File: src/rtl/esc_pkg.sv
// rtl/esc_pkg.sv - shared constants and types for the ESC PWM interface
package esc_pkg;

  localparam int SPEED_W    = 11;
  localparam int OFFSET_DEF = 1000;
  localparam int SCALE_DEF  = 1;
  localparam int PERIOD_DEF = 8192;
  localparam int CNT_W_DEF  = 13;

  // Speed command type, also used by the motor-mix block
  typedef logic [SPEED_W-1:0] speed_t;

  typedef enum logic {
    ST_IDLE  = 1'b0,
    ST_ARMED = 1'b1
  } esc_state_e;

endpackage

File: src/rtl/esc_interface.sv
// rtl/esc_interface.sv - speed command to single-wire servo-style ESC PWM
module esc_interface #(
  parameter int SPEED_W = esc_pkg::SPEED_W,
  parameter int OFFSET  = esc_pkg::OFFSET_DEF,
  parameter int SCALE   = esc_pkg::SCALE_DEF,
  parameter int PERIOD  = esc_pkg::PERIOD_DEF,
  parameter int CNT_W   = esc_pkg::CNT_W_DEF
) (
  input  logic               clk,
  input  logic               rst_n,
  input  logic               wrt,
  input  logic [SPEED_W-1:0] SPEED,
  output logic               PWM
);

  import esc_pkg::esc_state_e;
  import esc_pkg::ST_IDLE;
  import esc_pkg::ST_ARMED;

  // A full-scale pulse must leave at least one low clock per frame
  if (PERIOD <= OFFSET + ((2 ** SPEED_W) - 1) * SCALE) begin : g_bad_period
    $error("esc_interface: PERIOD too short for full-scale pulse width");
  end
  if ((2 ** CNT_W) < PERIOD) begin : g_bad_cnt_w
    $error("esc_interface: CNT_W too narrow for PERIOD");
  end

  localparam logic [CNT_W-1:0] CNT_LAST = CNT_W'(PERIOD - 1);

  esc_state_e         state, state_nxt;
  logic [SPEED_W-1:0] speed_reg, speed_nxt;
  logic [CNT_W-1:0]   frame_cnt, cnt_nxt;
  logic [CNT_W-1:0]   width;
  logic               pwm_nxt;

  // speed_reg only changes on wrt, which also restarts the frame
  assign width = CNT_W'(OFFSET) + CNT_W'(speed_reg) * CNT_W'(SCALE);

  always_comb begin
    state_nxt = state;
    speed_nxt = speed_reg;
    cnt_nxt   = frame_cnt;
    pwm_nxt   = 1'b0;
    if (wrt) begin
      state_nxt = ST_ARMED;
      speed_nxt = SPEED;
      cnt_nxt   = '0;
      pwm_nxt   = 1'b1;
    end else if (state == ST_ARMED) begin
      cnt_nxt = (frame_cnt == CNT_LAST) ? '0 : frame_cnt + 1'b1;
      pwm_nxt = (cnt_nxt < width);
    end
  end

  always_ff @(posedge clk or negedge rst_n) begin
    if (!rst_n) begin
      state     <= ST_IDLE;
      speed_reg <= '0;
      frame_cnt <= '0;
      PWM       <= 1'b0;
    end else begin
      state     <= state_nxt;
      speed_reg <= speed_nxt;
      frame_cnt <= cnt_nxt;
      PWM       <= pwm_nxt;
    end
  end

endmodule

File: config.mk
export PLATFORM = sky130hd
export DESIGN_NAME = esc_interface
export DESIGN_NICKNAME = d
export VERILOG_FILES = /design/src/rtl/esc_pkg.sv /design/src/rtl/esc_interface.sv
export SDC_FILE = /design/constraint.sdc
export NUM_CORES = 1
export LEC_CHECK = 0
export ABC_CLOCK_PERIOD_IN_PS = 2300
export CAP_MARGIN = 20
export CORE_MARGIN = 4
export CORE_UTILIZATION = 40
export CTS_CLUSTER_DIAMETER = 200
export DETAILED_ROUTE_END_ITERATION = 10
export GPL_TIMING_DRIVEN = 1
export SLEW_MARGIN = 10
export SYNTH_ARGS = -nofsm -noshare
export SYNTH_HDL_FRONTEND = slang
export SYNTH_SLANG_ARGS = --single-unit
File: constraint.sdc
create_clock -name clk -period 2.3 [get_ports clk]
set_input_delay 0.46 -clock clk [delete_from_list [all_inputs] [get_ports clk]]
set_output_delay 0.46 -clock clk [all_outputs]
set_load 0.02 [all_outputs]
==> flow_metrics.env <==
export IMPL_outcome="finished with violations"
export IMPL_violations="setup timing"
export IMPL_core_area_mm2=0.004029
export IMPL_dr_pass1_iters=4
export IMPL_gp_congestion=0.9087
export IMPL_synthCells=176
export IMPL_power_density_mw_per_mm2=474.6
export IMPL_design_area_mm2=0.002120
export IMPL_tightest_slew_ps=587.8
export IMPL_end_kind="flip-flop"
export IMPL_critPathSlowestCell="a2111o_1"
export IMPL_syn_avg_cell_area_um2=9.569
export IMPL_port_buffers=14
export IMPL_antenna_found_initial=0
export IMPL_hp_class="flip-flop to flip-flop"
export IMPL_initial_core_util_pct=41.80
export IMPL_tritoncts="yes"
export IMPL_place_area_mm2=0.002028
export IMPL_path_clk_slew_ps=100
export IMPL_cts_sinks=26
export IMPL_power_total_mw=1.006
export IMPL_hpwl_um=2813
export IMPL_largest_register_ffs=13
export IMPL_dp_cells=255
export IMPL_htreeDepth=1
export IMPL_insertedDiodeCount=0
export IMPL_grt_use_total_pct=15.97
export IMPL_yosysWarnings=0
export IMPL_wirelength_um=3710
export IMPL_drive_gt1_share_pct=23.70
export IMPL_route_detailed_drc=0
export IMPL_grt_pass1_vias=1433
export IMPL_finalHoldViolations=0
export IMPL_synth_distinct_cells=34
export IMPL_fin_cells=261
export IMPL_clock_latency_ps=280
export IMPL_root_buffer="clkbuf_8"
export IMPL_fp_dieW_um=72.89
export IMPL_grt_pass1_wl_um=6561
export IMPL_worstPathCellList="ha_2 -> and3_4 -> and4_4 -> nor2b_2 -> ha_1 -> nand4_1 -> or3_1 -> a2111o_1 -> a21o_1"
export IMPL_peakVddDrop_mv=0.3362
export IMPL_r2r_start="frame_cnt[1]"
export IMPL_period_needed_ps=2463
export IMPL_vias_per_cell=5.345
export IMPL_hold_slack_ps=515.2
export IMPL_ys_ff_latch=26
export IMPL_worst_clock_skew_ps=9.778
export IMPL_rows=23
export IMPL_leakage_nw=0.9973
export IMPL_worst_slack_ps=-163.0
export IMPL_clock_fmax_mhz=406.0
export IMPL_fillers=398
export IMPL_max_cap_violations=0
export IMPL_worstHoldEndpoint="speed_reg[0]"
export IMPL_clockBufferDepth=2
export IMPL_cts_hold_buf=0
export IMPL_crit_type="flip-flop to flip-flop"
export IMPL_drv_slew=0
export IMPL_cp_required_ps=2470
export IMPL_synth_seq_area_share_pct=38.63
export IMPL_reg2regPathDepth=9
export IMPL_ant_nets=0
export IMPL_ff2ff_setup_slack_ps=-160
export IMPL_io_pins=15
export IMPL_avgRoutedWirePerCell_um=14.21
export IMPL_synth_net_count=203
export IMPL_critical_path_arrival_ps=2640
export IMPL_min_from="speed_reg[0]"
export IMPL_dieArea_mm2=0.005312
export IMPL_synthesis_area_mm2=0.001684
export IMPL_crit_path_start_kind="flip-flop"
export IMPL_crit_fanout=4
export IMPL_grt_ovfl_total=0
export IMPL_cts_buffers=3
export IMPL_synthToLayoutAreaGrowth_pct=25.85
export IMPL_max_stage_delay_ps=390
export IMPL_slew_headroom_pct=60.69
export IMPL_reg2reg_to="PWM"
export IMPL_fin_nets=239
export IMPL_vias=1395
export IMPL_rsz0062_at_grt="yes"
export IMPL_min_period_over_period_pct=107.1
export IMPL_holdPathStages=1
export IMPL_grt_start_max_net_pins=27
export IMPL_setup_viol=1
export IMPL_fp_dieH_um=72.89
export IMPL_drtIter0Drc=94
[cells in the mapped netlist (all sizes together)]
library cell  count  share of area, %
a31oi             3               1.1
or3               3               1.1
xor2             13               6.8
a2111oi           1              0.52
nor2b             1              0.37
inv               6               1.3
nand4             3               1.1
dfrtp            26                39
a21o              4               1.8
mux2              9               6.0
or4               1              0.45
a21oi            13               3.9
nand3b            2              0.89
buf               5               1.8
nand3             5               1.5
clkbuf            5               1.1
and2              2              0.74
nand2            13               2.9
o21ai             9               2.7
nor2             13               2.9
xnor2             8               4.2
nor3              2              0.59
a211oi            3               1.3
or2               1              0.37
and4              6               3.6
ha               13               9.7
and3              2              0.74
a41oi             1              0.52
a2111o            1              0.67
nand2b            1              0.37
o31ai             1              0.45
[cell usage in the layout (no fill, tap or decap), types with 4 or more instances in the layout]
master / n
nand2_1: 13
clkdlybuf4s50_1: 14
dfrtp_1: 26
mux2_2: 9
inv_1: 6
xnor2_1: 8
buf_4: 27
a21o_1: 4
xor2_1: 13
nand3_1: 5
nor2_1: 13
o21ai_0: 8
clkbuf_8: 4
ha_1: 12
a21oi_1: 13
[area by class of cell]
type / instances / area, µm² / area share, %
inverter: 6 / 22.52 / 1.063
clock buffer: 4 / 55.05 / 2.597
multi-input combinational: 134 / 985.9 / 46.52
timing repair buffer: 41 / 342.8 / 16.17
tap: 50 / 62.56 / 2.952
sequential: 26 / 650.6 / 30.70
[worst max-delay path by stage]
stage / startpoint / endpoint / slack [ps] / depth (start not counted)
global placement: frame_cnt[1] / PWM / -150 / 9
global route: frame_cnt[1] / PWM / -280 / 9
floorplan: frame_cnt[0] / PWM / -210 / 11
CTS: frame_cnt[1] / PWM / -170 / 9
finish: frame_cnt[1] / PWM / -160 / 9
detailed placement: speed_reg[8] / PWM / -230 / 9
[routing by layer]
layer | up-vias | share of wire, % | routed length, µm | track usage, %
met2 | 23 | 50 | 1843 | 27.35
met5 | - | 0 | 0 | 0
li1 | 696 | - | - | -
met3 | 2 | 4.3 | 159 | 3.581
met1 | 674 | 45 | 1686 | 20.71
met4 | 0 | 0.54 | 20 | 3.074
[power breakdown]
| group | internal (mW) | leakage, nW | total, mW | switching [mW] |
|---|---|---|---|---|
| combinational | 0.111 | 0.642 | 0.204 | 0.0928 |
| sequential | 0.480 | 0.326 | 0.501 | 0.0210 |
| clock | 0.153 | 0.0288 | 0.301 | 0.148 |
| total | 0.745 | 0.997 | 1.01 | 0.261 |
[worst max-delay path: cells and delay by family, from the launching register on]
| kind | cells | cell delay, ps |
|---|---|---|
| AND/OR/NAND/NOR | 5 | 940 |
| AO/OA/AOI/OAI | 2 | 560 |
| adder cells (fa/ha/maj) | 2 | 490 |
| flip-flops | 1 | 380 |
[through the flow]
| step | setup slack [ps] | utilization (%) | TNS [ps] |
|---|---|---|---|
| 2_1_floorplan | -211.1 | - | -211.1 |
| 3_3_place_gp | -146.6 | 50.34 | -146.6 |
| 3_5_place_dp | -228.3 | 50.34 | -228.3 |
| 4_1_cts | -173.2 | 52.02 | -173.2 |
| 5_1_grt | -284.2 | 52.61 | -284.2 |
| 6_report | -163.0 | 52.61 | -163.0 |
[what timing repair did]
item                       CTS  global route
gates resized for setup      3             3
buffers inserted             0             2
pin swaps                    2             2
setup endpoints to repair    1             1
[cells by family after synthesis]
group | after synthesis | share of synthesized area [%]
multiplexers | 9 | 6.018
buffers and inverters | 16 | 4.234
AND/OR/NAND/NOR | 55 | 17.61
adder cells (fa/ha/maj) | 13 | 9.658
XOR/XNOR | 21 | 10.92
AO/OA/AOI/OAI | 36 | 12.93
flip-flops | 26 | 38.63
(Power assumes the default switching activity.)
